`config.mk`:
```
export PLATFORM = sky130hd
export DESIGN_NAME = fetch_seq
export DESIGN_NICKNAME = d
export VERILOG_FILES = /design/src/rtl/fetch_pkg.sv /design/src/rtl/fetch_seq_addr.sv /design/src/rtl/fetch_seq.sv
export SDC_FILE = /design/constraint.sdc
export NUM_CORES = 1
export LEC_CHECK = 0
export CAP_MARGIN = 20
export CORE_MARGIN = 2
export CORE_UTILIZATION = 45
export CTS_CLUSTER_DIAMETER = 200
export DETAILED_ROUTE_END_ITERATION = 7
export GPL_ROUTABILITY_DRIVEN = 0
export GPL_TIMING_DRIVEN = 0
export PLACE_DENSITY_LB_ADDON = 0.3
export SLEW_MARGIN = 15
export SYNTH_ARGS = -nofsm -noshare
export SYNTH_HDL_FRONTEND = slang
export SYNTH_SLANG_ARGS = --single-unit
```
`constraint.sdc`:
```
create_clock -name clk -period 2.5 [get_ports clk]
set_input_delay 0.5 -clock clk [delete_from_list [all_inputs] [get_ports clk]]
set_output_delay 0.5 -clock clk [all_outputs]
set_load 0.01 [all_outputs]
```
`src/rtl/fetch_pkg.sv`:
```
// Shared types and constants for the fetch address sequencer.
// ROI/POI geometry, window size, FSM state type and the clamped window-base helper.
package fetch_pkg;

  localparam int ROI_DEPTH = 6;
  localparam int ROI_WIDTH = 6;
  localparam int POI_DEPTH = 4;
  localparam int POI_WIDTH = 4;

  localparam int WIN_ROWS = 32;
  localparam int WIN_COLS = 32;

  localparam int ROI_AW = ROI_DEPTH + ROI_WIDTH;
  localparam int POI_AW = POI_DEPTH + POI_WIDTH;
  localparam int ROW_W  = $clog2(WIN_ROWS);

  // POI grid pitch in ROI pixels, expressed as a shift
  localparam int STEP_ROW_SH = ROI_DEPTH - POI_DEPTH;
  localparam int STEP_COL_SH = ROI_WIDTH - POI_WIDTH;

  // Largest base that keeps a full window inside the ROI
  localparam int MAX_BASE_ROW = (2 ** ROI_DEPTH) - WIN_ROWS;
  localparam int MAX_BASE_COL = (2 ** ROI_WIDTH) - WIN_COLS;

  typedef enum logic [1:0] {IDLE, RUN, DRAIN, DONE} state_e;

  typedef logic [ROI_AW-1:0] roi_addr_t;
  typedef logic [POI_AW-1:0] poi_addr_t;
  typedef logic [ROW_W-1:0]  win_row_t;

  typedef struct packed {
    logic [ROI_DEPTH-1:0] row;
    logic [ROI_WIDTH-1:0] col;
  } win_base_t;

  // Top-left corner of the window for POI p, clamped so the window never leaves the ROI
  function automatic win_base_t win_base(input poi_addr_t p);
    win_base_t b;
    int pr;
    int pc;
    int br;
    int bc;
    pr = int'(p[POI_AW-1:POI_WIDTH]);
    pc = int'(p[POI_WIDTH-1:0]);
    br = pr << STEP_ROW_SH;
    bc = pc << STEP_COL_SH;
    if (br > MAX_BASE_ROW) br = MAX_BASE_ROW;
    if (bc > MAX_BASE_COL) bc = MAX_BASE_COL;
    b.row = br[ROI_DEPTH-1:0];
    b.col = bc[ROI_WIDTH-1:0];
    return b;
  endfunction

endpackage

```
`src/rtl/fetch_seq_addr.sv`:
```
// Window-row address generator: clamped POI base plus row offset, flattened to a ROI address.
// Purely combinational so the write-back path can share it.
module fetch_seq_addr
  import fetch_pkg::*;
(
  input  logic [POI_AW-1:0] poi_i,
  input  logic [ROW_W-1:0]  row_i,
  output logic [ROI_AW-1:0] addr_o
);

  win_base_t            base;
  logic [ROI_DEPTH-1:0] row_sum;

  // base_row + row never overflows thanks to the clamp; since base_col < 2^ROI_WIDTH,
  // (row_sum * 2^ROI_WIDTH + base_col) is just the concatenation
  always_comb begin
    base    = win_base(poi_i);
    row_sum = base.row + ROI_DEPTH'(row_i);
    addr_o  = {row_sum, base.col};
  end

endmodule

```
`src/rtl/fetch_seq.sv`:
```
// Fetch-stage initiator: walks every POI in raster order and issues WIN_ROWS window-row
// reads per POI, with start/busy/done handshake, rdy stall and synchronous abort.
// Pipeline tags (out_valid/out_last_row/out_last_poi) trail the issue by one cycle.
// Build option FETCH_SEQ_SKIP_EDGE_EN: skip POIs whose unclamped window leaves the ROI.
//
// state | meaning
// IDLE  | waiting for start, counters cleared
// RUN   | issuing rows whenever rdy is high
// DRAIN | last fetch data returns this cycle
// DONE  | one-cycle done pulse, back to IDLE
module fetch_seq
  import fetch_pkg::*;
(
  input  logic              clk,
  input  logic              reset_n,
  input  logic              start,
  input  logic              abort,
  input  logic              rdy,
  output logic              en,
  output logic [ROI_AW-1:0] w_addr_re,
  output logic [POI_AW-1:0] POI_addr_re,
  output logic [ROW_W-1:0]  w_row,
  output logic              out_valid,
  output logic              out_last_row,
  output logic              out_last_poi,
  output logic              busy,
  output logic              done
);

`ifdef FETCH_SEQ_SKIP_EDGE_EN
  localparam int LAST_PR = MAX_BASE_ROW >> STEP_ROW_SH;
  localparam int LAST_PC = MAX_BASE_COL >> STEP_COL_SH;
  localparam poi_addr_t LAST_POI = poi_addr_t'(LAST_PR * (2 ** POI_WIDTH) + LAST_PC);

  // Only in-ROI POIs are ever visited, so stepping past the last valid column jumps to the next row
  function automatic poi_addr_t next_poi(input poi_addr_t p);
    poi_addr_t n;
    if (p == LAST_POI) begin
      n = '0;
    end else if (p[POI_WIDTH-1:0] == POI_WIDTH'(LAST_PC)) begin
      n = {p[POI_AW-1:POI_WIDTH] + 1'b1, {POI_WIDTH{1'b0}}};
    end else begin
      n = p + 1'b1;
    end
    return n;
  endfunction
`else
  localparam poi_addr_t LAST_POI = '1;

  function automatic poi_addr_t next_poi(input poi_addr_t p);
    return p + 1'b1;
  endfunction
`endif

  state_e    state_q, state_d;
  poi_addr_t poi_q, poi_d;
  win_row_t  row_q, row_d;
  logic      out_valid_q, out_last_row_q, out_last_poi_q;
  logic      last_row, last_issue;

  assign last_row   = (row_q == ROW_W'(WIN_ROWS - 1));
  assign last_issue = last_row && (poi_q == LAST_POI);

  // State register
  always_ff @(posedge clk or negedge reset_n) begin
    if (!reset_n) state_q <= IDLE;
    else          state_q <= state_d;
  end

  // Next-state logic; abort takes priority everywhere, including over start in IDLE
  always_comb begin
    state_d = state_q;
    unique case (state_q)
      IDLE:    if (start && !abort) state_d = RUN;
      RUN:     if (abort) state_d = IDLE;
               else if (rdy && last_issue) state_d = DRAIN;
      DRAIN:   state_d = abort ? IDLE : DONE;
      DONE:    state_d = IDLE;
      default: state_d = IDLE;
    endcase
  end

  // FSM outputs; en is combinational in rdy so a stalled cycle issues nothing
  always_comb begin
    en   = (state_q == RUN) && rdy;
    busy = (state_q != IDLE);
    done = (state_q == DONE) && !abort;
  end

  // Row/POI counters advance on issue, hold on stall, clear outside RUN or on abort
  always_comb begin
    poi_d = poi_q;
    row_d = row_q;
    if (abort || (state_q != RUN)) begin
      poi_d = '0;
      row_d = '0;
    end else if (en) begin
      if (last_row) begin
        row_d = '0;
        poi_d = next_poi(poi_q);
      end else begin
        row_d = row_q + 1'b1;
      end
    end
  end

  // Counters and pipeline tags, tags aligned with the fetch stage output register
  always_ff @(posedge clk or negedge reset_n) begin
    if (!reset_n) begin
      poi_q          <= '0;
      row_q          <= '0;
      out_valid_q    <= 1'b0;
      out_last_row_q <= 1'b0;
      out_last_poi_q <= 1'b0;
    end else begin
      poi_q          <= poi_d;
      row_q          <= row_d;
      out_valid_q    <= en;
      out_last_row_q <= en && last_row;
      out_last_poi_q <= en && last_issue;
    end
  end

  fetch_seq_addr u_addr (
    .poi_i  (poi_q),
    .row_i  (row_q),
    .addr_o (w_addr_re)
  );

  assign POI_addr_re  = poi_q;
  assign w_row        = row_q;
  assign out_valid    = out_valid_q;
  assign out_last_row = out_last_row_q;
  assign out_last_poi = out_last_poi_q;

endmodule

```
# Word-level counts from Yosys, hierarchy flattened
# Index checks and enable logic that the tools add are counted.
# W data, S select, Z words.
word_totals:
  reg_bits: 18
  input_bits: 5
  output_inout_bits: 31
  wordCells: 47
classes:
  addsub: 3
  order_cmp: 2
  n_eq_ne: 8
  muxes: 13
  reduce_logical: 15
op_table:
  columns: ["cell", "n"]
  rows:
  - ["$mux W8", 3]
  - ["$mux W5", 3]
  - ["$gt A6 B6 Y1 const B", 2]
  - ["$mux W6", 2]
  - ["$add A8 B1 Y8 const B", 1]
  - ["$eq A8 B8 Y1 const B", 1]
  - ["$mux W2", 4]
  - ["$pmux W2 S4", 1]
  - ["$logic_and A1 B1 Y1", 7]
  - ["$add A6 B5 Y6", 1]
  - ["$reduce_bool A2 Y1", 3]
  - ["$add A5 B1 Y5 const B", 1]
  - ["$eq A5 B5 Y1 const B", 1]
  - ["$eq A2 B2 Y1 const B", 2]
  - ["$reduce_and A2 Y1", 2]
  - ["$ne A3 B3 Y1 const B", 1]
  - ["$eq A2 B1 Y1 const B", 1]
  - ["$logic_not A2 Y1", 1]
  - ["$ne A2 B1 Y1 const B", 1]
  - ["$ne A2 B2 Y1 const B", 1]
  - ["$logic_not A1 Y1", 1]
  - ["$logic_or A1 B1 Y1", 1]

# Logic depth before layout (Yosys ltp)
logic_depth:
  word_depth: 6
  mapped_depth: 8
  depth_no_buf: 7

# Cells and area by module
# Synthesis repeated with hierarchy kept, for this count alone.
unflattened:
  cells_unflattened: 113
  hier_area_um2: 1112.3
by_module_without_submodules:
  columns: ["mod", "instances", "cells_each", "area_each_um2", "seq_area_each_um2"]
  rows:
  - ["fetch_seq", 1, 89, 930.9, 450.4]
  - ["fetch_seq_addr", 1, 24, 181.4, 0.0]

# Worst setup path after synthesis
# Ideal clock, no wire load.
synth_timing:
  path_kind: "flip-flop to output port"
  startpoint: "reg poi_q[7] (netlist: POI_addr_re[7])"
  endpoint: "out w_addr_re[11]"
  arrival_ns: 1.451
  t_required_ns: 2.000
  setup_slack_ns: 0.549
  path_stages_with_launch: 7
  path_buffers: 0
  cell_sequence: "dfrtp_1 -> nand2b_1 -> inv_1 -> ha_1 -> a21o_1 -> a21oi_1 -> xnor2_1"
synth_between:
  elab_chain_len: 3
synth_rtl:
  columns: ["element", "line_no", "rtl"]
  rows:
  - ["start, declared", "fetch_seq.sv:56", "poi_addr_t poi_q, poi_d;"]
  - ["start signal, assigned", "fetch_seq.sv:116", "poi_q <= poi_d;"]
  - ["$gt A6 B6 Y1", "fetch_pkg.sv:47", "if (br > MAX_BASE_ROW) br = MAX_BASE_ROW;"]
  - ["$mux W6 (*)", "fetch_pkg.sv:47", null]
  - ["$add A6 B5 Y6 (*)", "fetch_seq_addr.sv:18", "row_sum = base.row + ROI_DEPTH'(row_i);"]
  - ["end, declared", "fetch_seq.sv:20", "output logic [ROI_AW-1:0] w_addr_re,"]
# Every way passes the cells marked *; elsewhere a longest branch is shown, timed or not.

# Worst setup path after layout
layout_timing:
  startpoint: "in rdy"
  endpoint: "out en"
layout_between:
  elab_chain_len: 1
layout_rtl:
  columns: ["element", "line_no", "rtl"]
  rows:
  - ["start, declared", "fetch_seq.sv:18", "input logic rdy,"]
  - ["$logic_and A1 B1 Y1", "fetch_seq.sv:85", "en = (state_q == RUN) && rdy;"]
  - ["end, declared", "fetch_seq.sv:19", "output logic en,"]
# No other way between the ends.

==> metrics <==
die height ~53 µm; WL per Instance 13.27 µm; worst-skew pair later-pin latency approximately 300 ps; nets@finish between 150 and 200; pin count of the biggest net entering global routing 19; setup ws final about 99 ps; clock-pin slew on the worst setup and hold paths 100 ps; CTS tree built; FF-to-FF path depth 7; Hold WS 594.8 ps; routed vias/inst ~5.2; starting density of the core roughly half; DRT iter0 DRCs 18; Num CTS Buffers 3; Syn Std Cell Area between 0.001 and 0.0015 mm²; Worst slew margin 44.55%; Req. time, crit path ~2000 ps; Final Skew between 7 and 8 ps; setup violators final 0; layout cells sized above 1 approximately 16%; commonest non-fill, non-tap cell in the layout clkdlybuf4s50_1; Residual DRC 0; CP Cell Sequence clkdlybuf4s50_1 -> nand3b_1 -> inv_1 -> clkdlybuf4s50_1; VDD IR max between 0.2 and 0.3 mV; core area about 0.0023 mm²; post-layout min period approximately 2400 ps; post-DP HPWL 1795 µm; number of flops mapped to enable cells by yosys 0; Slew @ Worst Pin 829.2 ps; Yosys reg bits 18; crit path DAT about 1900 ps; slowest stage delay, CP 590 ps; Async SR Flop Fraction 100.0%; Layout area overhead 41.26%; most frequent CP cell clkdlybuf4s50_1; DR vias between 900 and 1000; crit end category output port; Antenna Nets Post-Route 0; first-pass GRT wire length between 4000 and 5000 µm; register area share after synthesis about two fifths; Remaining Overflow, GRT 0; total power approximately 0.00054 W; Hold Fails Final Rpt 0; post-synth top area share 41.14%; clk root buf clkbuf_4; Worst Path Max Fanout 5; Hold Crit Depth 2; H-tree Lvls 1; worst hold endpoint POI_addr_re[7]$_DFFE_PN0P_; initial antenna violation count 0; flop2flop setup slack ~390 ps; Cell variety after synth 41; row count 17; Global Route Usage Sum around a fifth; WS Path Type in -> out; Antenna Cells 0; commonest cells after routing, fill and taps aside clkdlybuf4s50_1, dfrtp_1, buf_4; number of synthesis warnings 0; Max Slew Vio Count 0; Synth Instances 114; Worst Setup Start Kind input port; Setup WS pre-CTS -39.92 ps; top post-synthesis cells by area dfrtp_1, ha_1, a21oi_1, inv_1, buf_4; outcome finished clean; Synth Flop Type dfrtp_1; fmax 416.5 MHz; Non-Filler Instances between 150 and 200; Die ar. about 0.0028 mm²; dominant cell type by area after synthesis dfrtp_1; Critical R2R Capture POI_addr_re[3]$_DFFE_PN0P_; FF-to-FF Start w_row[0]$_DFFE_PN0P_; fin crit share between 90% and 100%; Pre-antenna DRT Iters 4; IO Pins 36; slowest CP cell clkdlybuf4s50_1; Leakage ~0.73 nW; Synth Area per Inst approximately 9.6 µm²; final WL roughly 2500 µm; PwrDens 346.3 mW/mm²; Max-Cap Viols 0; Die X between 50 and 60 µm; placed cells roughly 180; RSZ-0062 raised after global routing false; Final Util 68.59%; clock tree buffer depth 2; # clock sinks 18; vias in the first global route about 900; number of I/O port buffers 33; Hold Path Class reg -> reg; Hold Path Origin POI_addr_re[7]$_DFFE_PN0P_
==> cell families (layout without fill, tap and decap cells) <==
family                   Yosys count  in the layout  synth area share (%)
AND/OR/NAND/NOR                   43             43                 24.57
flip-flops                        18             18                 41.14
adder cells (fa/ha/maj)            8              8                 9.828
buffers and inverters             17             60                 7.314
other                              1              2                0.3425
AO/OA/AOI/OAI                     22             22                 12.57
multiplexers                       2              2                 1.829
XOR/XNOR                           3              3                 2.400
==> synthesized netlist by cell type, types with 2 or more instances <==
master,instances
a21oi_1,9
ha_1,7
mux2i_1,2
or4_1,3
nor2_1,6
nand3_1,3
and2_1,2
buf_4,4
nand2b_1,2
inv_1,9
clkbuf_1,2
dfrtp_1,18
o31ai_1,3
or3_1,3
o21ai_0,4
xnor2_1,3
nor2b_1,3
nand2_1,8
==> metal layers <==
metal | vias to the layer above | wire, µm | GRT usage [%]
met3 | 4 | 127 | 3.955
li1 | 483 | - | -
met1 | 445 | 1071 | 25.88
met2 | 30 | 1221 | 31.07
met4 | 0 | 49 | 11.11
met5 | - | 0 | 0
==> per-stage QoR <==
step | cell area [µm²] | setup TNS (ps)
3_3_place_gp | 1464 | 0
5_1_grt | 1546 | 0
4_1_cts | 1516 | 0
2_1_floorplan | 1099 | 0
6_report | 1546 | 0
3_5_place_dp | 1464 | -39.92
==> worst max-delay path: cells and delay by family <==
family	cells	cell delay [ps]
simple gates	1	180
buf+inv	3	1220
==> power breakdown <==
group | leakage [nW] | internal (W) | total, W | switching [W]
combinational | 0.462 | 0.0000266 | 0.0000527 | 0.0000262
clock | 0.0210 | 0.0000889 | 0.000184 | 0.0000950
sequential | 0.246 | 0.000294 | 0.000299 | 0.00000459
==> flip-flops by register name, summed over array words and instances, names as in the netlist <==
name          flops
out_last_poi      1
state_q           2
out_last_row      1
POI_addr_re       8
out_valid         1
w_row             5
==> repair_timing <==
item,4_1_cts,5_1_grt
resized for setup,6,4
setup buffers,2,4
setup endpoints to repair,3,4
pin swaps,0,1
hold buffers,0,0
gates cloned,0,0
==> worst max path at each step <==
stage	endpoint	start	slack, ps	cells after the start
floorplan	w_addr_re[11]	POI_addr_re[7]$_DFFE_PN0P_	550	6
CTS	w_addr_re[11]	POI_addr_re[5]$_DFFE_PN0P_	8	7
global placement	w_addr_re[11]	POI_addr_re[7]$_DFFE_PN0P_	8	7
finish	en	rdy	100	4
global route	w_addr_re[11]	POI_addr_re[7]$_DFFE_PN0P_	10	7
detailed placement	w_addr_re[11]	POI_addr_re[7]$_DFFE_PN0P_	-40	7
==> cell type report <==
class / count / area (µm²)
Buffer: 7 / 42.54
Clock buffer: 4 / 36.28
Fill cell: 193 / 708.2
Inverter: 10 / 37.54
Multi-Input combinational cell: 80 / 574.3
Sequential cell: 18 / 452.9
Tap cell: 28 / 35.03
Timing Repair Buffer: 39 / 367.9
No activity file was read; power rests on OpenSTA's default activity.
